### src/rtl/rv32i_pkg.sv
// Shared RV32I encodings and store-unit FSM state constants.
// Imported by the store execution unit and its lane-merge helper.
package rv32i_pkg;

    localparam logic [6:0] OPC_STORE = 7'b0100011;

    localparam logic [2:0] F3_SB = 3'd0;
    localparam logic [2:0] F3_SH = 3'd1;
    localparam logic [2:0] F3_SW = 3'd2;

    localparam logic [2:0] ST_IDLE  = 3'd0;
    localparam logic [2:0] ST_READ  = 3'd1;
    localparam logic [2:0] ST_MERGE = 3'd2;
    localparam logic [2:0] ST_WRITE = 3'd3;
    localparam logic [2:0] ST_DONE  = 3'd4;

    // Operands captured when a store is accepted.
    typedef struct packed {
        logic [1:0]  ea_lo;
        logic [31:0] data;
        logic [2:0]  func3;
    } store_req_t;

    function automatic logic [31:0] s_imm(input logic [31:0] ir);
        return {{20{ir[31]}}, ir[31:25], ir[11:7]};
    endfunction

    function automatic logic store_f3_ok(input logic [2:0] f3);
        return (f3 == F3_SB) || (f3 == F3_SH) || (f3 == F3_SW);
    endfunction

endpackage

### src/rtl/store_lane_merge.sv
// Combinational byte/halfword lane insert into a RAM word; SW passes data through.
// Shared with the store-buffer path, so it carries no state.
module store_lane_merge
    import rv32i_pkg::*;
(
    input  logic [31:0] old_word,
    input  logic [31:0] store_data,
    input  logic [2:0]  func3,
    input  logic [1:0]  ea_lo,
    output logic [31:0] merged
);

    always_comb begin
        merged = old_word;
        case (func3)
            F3_SB: begin
                case (ea_lo)
                    2'd0:    merged[7:0]   = store_data[7:0];
                    2'd1:    merged[15:8]  = store_data[7:0];
                    2'd2:    merged[23:16] = store_data[7:0];
                    default: merged[31:24] = store_data[7:0];
                endcase
            end
            F3_SH: begin
                if (ea_lo[1]) begin
                    merged[31:16] = store_data[15:0];
                end else begin
                    merged[15:0] = store_data[15:0];
                end
            end
            F3_SW:   merged = store_data;
            default: merged = old_word;
        endcase
    end

endmodule

### src/rtl/instruction_s.sv
// RV32I S-type store unit: SW writes directly (done in 2 cycles), SB/SH read-modify-write (done in 4).
// Requests arriving while busy are dropped; RAM strobes decode from the state register only.
module instruction_s
    import rv32i_pkg::*;
#(
    parameter int ADDR_W = 8
) (
    input  logic              iCLK,
    input  logic              iRST,
    input  logic              iSTART,
    input  logic [31:0]       iIR,
    input  logic [31:0]       iREG_OUT1,
    input  logic [31:0]       iREG_OUT2,
    output logic [4:0]        oRS1,
    output logic [4:0]        oRS2,
    output logic              oBUSY,
    output logic              oDONE,
    output logic              oMISALIGNED,
    output logic              oRAM_CE,
    output logic              oRAM_RD,
    output logic              oRAM_WR,
    output logic [ADDR_W-1:0] oRAM_ADDR,
    output logic [31:0]       oRAM_DATA,
    input  logic [31:0]       iRAM_DATA
);

    logic [2:0]        state;
    logic [2:0]        state_nxt;
    store_req_t        req_q;
    logic              mis_q;
    logic [ADDR_W-1:0] addr_q;
    logic [31:0]       data_q;

    logic [2:0]        f3_in;
    logic [31:0]       ea_in;
    logic              mis_in;
    logic              accept;
    logic [31:0]       merged;
    logic              unused_ea_hi;

    assign oRS1  = iIR[19:15];
    assign oRS2  = iIR[24:20];
    assign f3_in = iIR[14:12];
    assign ea_in = iREG_OUT1 + s_imm(iIR);

    // Address bits above the RAM size wrap away by design.
    assign unused_ea_hi = ^ea_in[31:ADDR_W+2];

    assign mis_in = ((f3_in == F3_SH) && ea_in[0]) ||
                    ((f3_in == F3_SW) && (ea_in[1:0] != 2'b00));

    assign accept = iSTART && (state == ST_IDLE) &&
                    (iIR[6:0] == OPC_STORE) && store_f3_ok(f3_in);

    store_lane_merge u_merge (
        .old_word   (iRAM_DATA),
        .store_data (req_q.data),
        .func3      (req_q.func3),
        .ea_lo      (req_q.ea_lo),
        .merged     (merged)
    );

    always_comb begin
        state_nxt = state;
        case (state)
            ST_IDLE: begin
                if (accept) begin
                    if (mis_in) begin
                        state_nxt = ST_DONE;
                    end else if (f3_in == F3_SW) begin
                        state_nxt = ST_WRITE;
                    end else begin
                        state_nxt = ST_READ;
                    end
                end
            end
            ST_READ:  state_nxt = ST_MERGE;
            ST_MERGE: state_nxt = ST_WRITE;
            ST_WRITE: state_nxt = ST_DONE;
            ST_DONE:  state_nxt = ST_IDLE;
            default:  state_nxt = ST_IDLE;
        endcase
    end

    always_ff @(posedge iCLK) begin
        if (iRST) begin
            state  <= ST_IDLE;
            req_q  <= '0;
            mis_q  <= 1'b0;
            addr_q <= '0;
            data_q <= '0;
        end else begin
            state <= state_nxt;
            if (accept) begin
                req_q.ea_lo <= ea_in[1:0];
                req_q.data  <= iREG_OUT2;
                req_q.func3 <= f3_in;
                mis_q       <= mis_in;
                if (!mis_in) begin
                    addr_q <= ea_in[ADDR_W+1:2];
                end
            end
            // Write data only changes on the way into WRITE, so it holds elsewhere.
            if (accept && !mis_in && (f3_in == F3_SW)) begin
                data_q <= iREG_OUT2;
            end else if (state == ST_MERGE) begin
                data_q <= merged;
            end
        end
    end

    assign oBUSY       = (state != ST_IDLE);
    assign oDONE       = (state == ST_DONE);
    assign oMISALIGNED = (state == ST_DONE) && mis_q;
    assign oRAM_CE     = (state == ST_READ) || (state == ST_WRITE);
    assign oRAM_RD     = (state == ST_READ);
    assign oRAM_WR     = (state == ST_WRITE);
    assign oRAM_ADDR   = addr_q;
    assign oRAM_DATA   = data_q;

endmodule

### config.mk
export PLATFORM = sky130hd
export DESIGN_NAME = instruction_s
export DESIGN_NICKNAME = d
export VERILOG_FILES = /design/src/rtl/rv32i_pkg.sv /design/src/rtl/store_lane_merge.sv /design/src/rtl/instruction_s.sv
export SDC_FILE = /design/constraint.sdc
export NUM_CORES = 1
export LEC_CHECK = 0
export CAP_MARGIN = 25
export CORE_MARGIN = 1
export CORE_UTILIZATION = 50
export CTS_CLUSTER_DIAMETER = 200
export DETAILED_ROUTE_END_ITERATION = 8
export PLACE_DENSITY_LB_ADDON = 0.12
export SKIP_LAST_GASP = 1
export SLEW_MARGIN = 20
export SYNTH_ARGS = -nofsm -noshare
export SYNTH_HDL_FRONTEND = slang
export SYNTH_HIERARCHICAL = 1
export SYNTH_SLANG_ARGS = --single-unit
### constraint.sdc
create_clock -name iCLK -period 6.6 [get_ports iCLK]
set_clock_uncertainty 0.15 [all_clocks]
set_input_delay 1.32 -clock iCLK [delete_from_list [all_inputs] [get_ports iCLK]]
set_output_delay 1.32 -clock iCLK [all_outputs]
set_load 0.05 [all_outputs]
## After elaboration in Yosys (flattened, before gate mapping)

Index checks and enable logic that the tools add are counted.

- Bits in registers: 81
- Latch bits: 0
- Memory bits (writable): 0
- ROM bits: 0
- Input port bits: 131
- Output and inout bits: 56
- Word-level logic and storage cells: 56
- Memories: 0

- $add $sub $neg: 1
- Multiply operators: 0
- Div/mod/pow operators: 0
- $lt $le $gt $ge: 0
- Equal/unequal tests: 12
- Shift operators: 0
- Mux-type cells: 13
- Bitwise logic cells: 1
- Reduce and logical (&&, ||, !) cells: 22

Operators with widths:

| operator | number |
|---|---|
| case mux 32 bit (3 select lines) | 1 |
| 2-to-1 mux 32 bit | 2 |
| 2-to-1 mux 16 bit | 2 |
| 2-to-1 mux 8 bit | 4 |
| equality test 3 x 2 -> 1 bit (second input constant) | 4 |
| case mux 3 bit (4 select lines) | 1 |
| adder 10 bit | 1 |
| equality test 3 x 1 -> 1 bit (second input constant) | 3 |
| logical NOT 3 bit | 3 |
| logical AND 1 bit | 8 |
| equality test 7 x 6 -> 1 bit (second input constant) | 1 |
| 2-to-1 mux 3 bit | 2 |
| logical OR 1 bit | 4 |
| nonzero test 2 bit | 2 |
| equality test 3 bit (second input constant) | 1 |
| nonzero test 3 bit | 1 |
| OR reduction 3 bit | 1 |
| equality test 2 x 1 -> 1 bit (second input constant) | 1 |
| equality test 2 bit (second input constant) | 1 |
| logical NOT 2 bit | 1 |
| 2-to-1 mux 2 bit | 1 |
| != test 2 bit (second input constant) | 1 |
| AND reduction 2 bit | 1 |
| logical NOT 1 bit | 1 |
| inverter 1 bit | 1 |

## Longest topological paths before layout

- Depth in word-level cells: 8
- Depth in mapped cells: 10
- Gate-level depth less buffers: 8

## Modules after synthesis

The synthesis kept the hierarchy.

By module, submodules not included:

| module | instances | cells each | area an instance (µm²) | sequential area each (µm²) |
|---|---|---|---|---|
| instruction_s | 1 | 435 | 3593.4 | 1621.6 |
| store_lane_merge | 1 | 249 | 1778.0 | 0.0 |

## Worst setup path after synthesis

Ideal clock, no wire load.

- Path type: reg2out
- From: reg state[0]
- To: out oRAM_RD
- Arrival time: 1.965 ns
- Data required time: 5.130 ns
- Slack: 3.165 ns
- Stages on the path, launching flop included: 3
- Path buffers: 0
- Cell sequence: dfxtp_1 nor2b_1 nor2b_1

- Cells in the longest elaborated chain, start to end: 1

Ends and longest elaborated chain:

| item | line | source |
|---|---|---|
| start: declaration | instruction_s.sv:27 | `logic [2:0] state;` |
| start signal: assignment | instruction_s.sv:93 | `state <= state_nxt;` |
| equality test 3 x 1 -> 1 bit | instruction_s.sv:116 | `assign oRAM_RD = (state == ST_READ);` |
| end: declaration | instruction_s.sv:20 | `output logic oRAM_RD,` |

No other way between the ends.

## Worst setup path after layout

- From: in iIR[7]
- To: reg addr_q[4], in the netlist oRAM_ADDR[4]

- Cells in the longest elaborated chain, start to end: 6
- Elaborated cells between the ends (all ways): 7
- Those cells by class: add/sub (1); bitwise (1); reduce/logical (5)

Ends and longest elaborated chain:

| item | line | source |
|---|---|---|
| start: declaration | instruction_s.sv:11 | `input logic [31:0] iIR,` |
| adder 10 bit (*) | instruction_s.sv:44 | `assign ea_in = iREG_OUT1 + s_imm(iIR);` |
| nonzero test 2 bit | instruction_s.sv:50 | `((f3_in == F3_SW) && (ea_in[1:0] != 2'b00));` |
| logical AND 1 bit | instruction_s.sv:50 |  |
| logical OR 1 bit | instruction_s.sv:49 | `assign mis_in = ((f3_in == F3_SH) && ea_in[0]) \|\|` |
| inverter 1 bit (no source line) | -- |  |
| AND reduction 2 bit (no source line) | -- |  |
| end signal: assignment | instruction_s.sv:100 | `addr_q <= ea_in[ADDR_W+1:2];` |
| end: declaration | instruction_s.sv:31 | `logic [ADDR_W-1:0] addr_q;` |

Mark *: on every way between the ends. The rest lies on a longest branch, timed or not.
A chain may end at the register's enable or synchronous reset.

==> impl_metrics.json <==
{
  "final_cell_mix": "clkdlybuf4s50_1 (141), a21oi_1 (93), nand2_1 (80), dfxtp_1 (80), mux2i_1 (51)",
  "pwr-share-clk_pct": 37.7,
  "stdcell_area_um2": 6889,
  "critical_path_class": "input port to flop",
  "die_y_um": 105.6,
  "die_w_um": 105.6,
  "first_pass_iters": 7,
  "antenna_left": 0,
  "syn_nets": 825,
  "power.density_nw_per_um2": 148.8,
  "power_leakage_nw": 2.454,
  "routed_via_density": 6.280,
  "multi_input_area_um2": 3296,
  "path_buf_inv": 2,
  "yosysSeqAreaShare_pct": 30.19,
  "required_ns": 6.71,
  "startpoint_type": "input port",
  "maxCapViolations": 0,
  "synth_edf_count": 0,
  "drc": 0,
  "max-slew-margin-rel_pct": 29.76,
  "overflow": 0,
  "hold_viol": 0,
  "synthArstFlopShare_pct": 0,
  "postCtsSetupBuffers": 0,
  "drt_iter0_markers": 668,
  "die-area_um2": 11160,
  "fin_nets": 917,
  "grtUsageTotal_pct": 30.24,
  "finalCriticalPeriod_ns": 4.097,
  "synthFlopType": "dfxtp_1",
  "rsz0062_at_grt": "false",
  "crit_slowest_cell": "a211oi_4",
  "grt_pass1_wl_um": 26940,
  "crit_path_max_fanout": 18,
  "crit_chain": "clkdlybuf4s50_1, ha_1, inv_1, fa_1, nor2b_1, o21ai_0, a211oi_4, or4b_1, o311ai_1",
  "worstSkewPairLatency_ns": 0.35,
  "postCtsResizedCells": 0,
  "fin_hold_ws_ns": 0.3128,
  "grt_start_max_net_pins": 87,
  "crit_family": "compound AO/OA/AOI/OAI gates",
  "finalSetupViolations": 0,
  "cp_data_arrival_time_ns": 4.20,
  "ys_types": 54,
  "syn-cell-area_um2": 5371,
  "place_hpwl_um": 12230,
  "core-area_um2": 10370,
  "seqPwrFrac_pct": 47.7,
  "n_fill_cell": 937,
  "port_buffers": 142,
  "register_area_um2": 1623,
  "max-clock-path-buffers": 2,
  "place_area_um2": 6663,
  "drive_above_1_share_pct": 4.866,
  "final_core_util_pct": 66.43,
  "vias": 5759,
  "fin_tns_setup_ns": 0,
  "cts_tree": "done",
  "end_kind": "flop",
  "ys_seq_elements": 81,
  "cts_hold_buffers": 0,
  "cts.htree.levels": 3,
  "start_util_pct": 51.80,
  "fmax_mhz": 244.1,
  "rows": 37,
  "postSynthAreaPerCell_um2": 7.853,
  "gp_congestion": 0.8750,
  "combPwrFrac_pct": 14.5,
  "slew_violations": 0,
  "finalPower_mw": 1.025,
  "syn_to_final_growth_pct": 28.26,
  "hp-class": "flop to flop",
  "clkTransAtPathRegs_ns": 0.08,
  "fin_crit_sh_pct": 62.08,
  "antenna_found_initial": 0,
  "grt_pass1_vias": 5302,
  "vdd_ir_drop_max_mv": 0.1053,
  "syn_inst": 684,
  "yosys_warnings": 6,
  "n_antenna_cell": 0,
  "slowest_delay_ns": 0.70,
  "tightest_slew_ns": 1.051,
  "outcome": "finished, final reports clean",
  "cts-root-buf": "clkbuf_8",
  "numCtsBuffers": 9,
  "p_sw_share_pct": 25.76,
  "p_int_uw": 760.9,
  "p_sw_uw": 264.0,
  "io_pins": 187,
  "clkSinkCount": 81,
  "routedWlPerCell_um": 18.92,
  "layout_commonest_cell": "clkdlybuf4s50_1",
  "routed_wl_um": 17350
}
[power by group through the flow]
stage / Clock [mW] / Combinational (mW) / Sequential, mW
after floorplan: 0 / 0.0774 / 0.501
final: 0.387 / 0.149 / 0.489
after global placement: 0 / 0.141 / 0.501
after detailed placement: 0 / 0.145 / 0.501
after CTS: 0.392 / 0.146 / 0.489
after global routing: 0.414 / 0.159 / 0.489
[tightest hold or removal path, delay by kind of cell (launching register included)]
family          cells  cell delay (ns)
compound gates      1             0.05
simple gates        1             0.05
flops               1             0.32
[per-layer routing]
layer	vias up	global-route usage (%)	share of wire [%]
li1	2694	-	-
met1	2730	39.80	41
met2	313	49.63	47
met3	22	5.751	9.4
met4	0	9.821	1.7
met5	-	0	0
[Yosys cell counts (10+ instances only)]
| library cell | number | area, µm² |
|---|---|---|
| a21oi_1 | 94 | 470.5 |
| a222oi_1 | 16 | 160.2 |
| a22oi_1 | 32 | 240.2 |
| buf_2 | 10 | 50.05 |
| buf_4 | 18 | 135.1 |
| clkbuf_1 | 36 | 135.1 |
| dfxtp_1 | 81 | 1622 |
| inv_1 | 23 | 86.33 |
| mux2i_1 | 51 | 510.5 |
| nand2_1 | 81 | 304.0 |
| nand3_1 | 34 | 170.2 |
| nor2_1 | 30 | 112.6 |
| nor3_1 | 17 | 85.08 |
| o21a_1 | 50 | 375.4 |
| o221ai_1 | 16 | 140.1 |
| o22ai_1 | 16 | 100.1 |
[cell families (layout without fill, tap and decap cells)]
family / count (synthesis) / in the layout / synth area share (%)
muxes: 51 / 51 / 9.504
AOI/OAI and AO/OA: 243 / 243 / 30.51
DFF: 81 / 81 / 30.19
buffers and inverters: 94 / 191 / 8.619
and+or+nand+nor: 202 / 202 / 18.22
xor gates and xnor gates: 3 / 3 / 0.4893
adders and majority gates: 10 / 10 / 2.469
[worst paths after layout]
check                         start                          to  slack (ns)  cells after the start
max reg2reg   req_q[0]$_SDFFE_PP0P_  oRAM_DATA[18]$_SDFFE_PP0P_        3.62                      6
max                          iIR[7]   oRAM_ADDR[4]$_SDFFE_PP0P_        2.50                      9
min          req_q[34]$_SDFFE_PP0P_      req_q[34]$_SDFFE_PP0P_        0.31                      2
min reg2reg  req_q[34]$_SDFFE_PP0P_      req_q[34]$_SDFFE_PP0P_        0.31                      2
[sequential cells by signal, indices dropped and copies added, names as in the netlist]
signal / flops
state: 3
req_q: 37
oRAM_ADDR: 8
mis_q: 1
oRAM_DATA: 32
[area by class of cell]
type                    count  share of cell area (%)
inverters                  24                   1.308
flip-flops and latches     81                   23.56
repair buffers            151                   21.76
well taps                 136                   2.470
multi-input cells         509                   47.84
clock buffers              10                   1.998
clock inverters             6                   1.072
[through the flow]
step                      worst slack (ns)  std cells
final                                2.503        917
after global routing                 2.329        917
after CTS                            2.510        916
after detailed placement             2.120        900
after global placement               2.000        899
after floorplan                      3.165        684
Power figures use the tool's default switching activity.
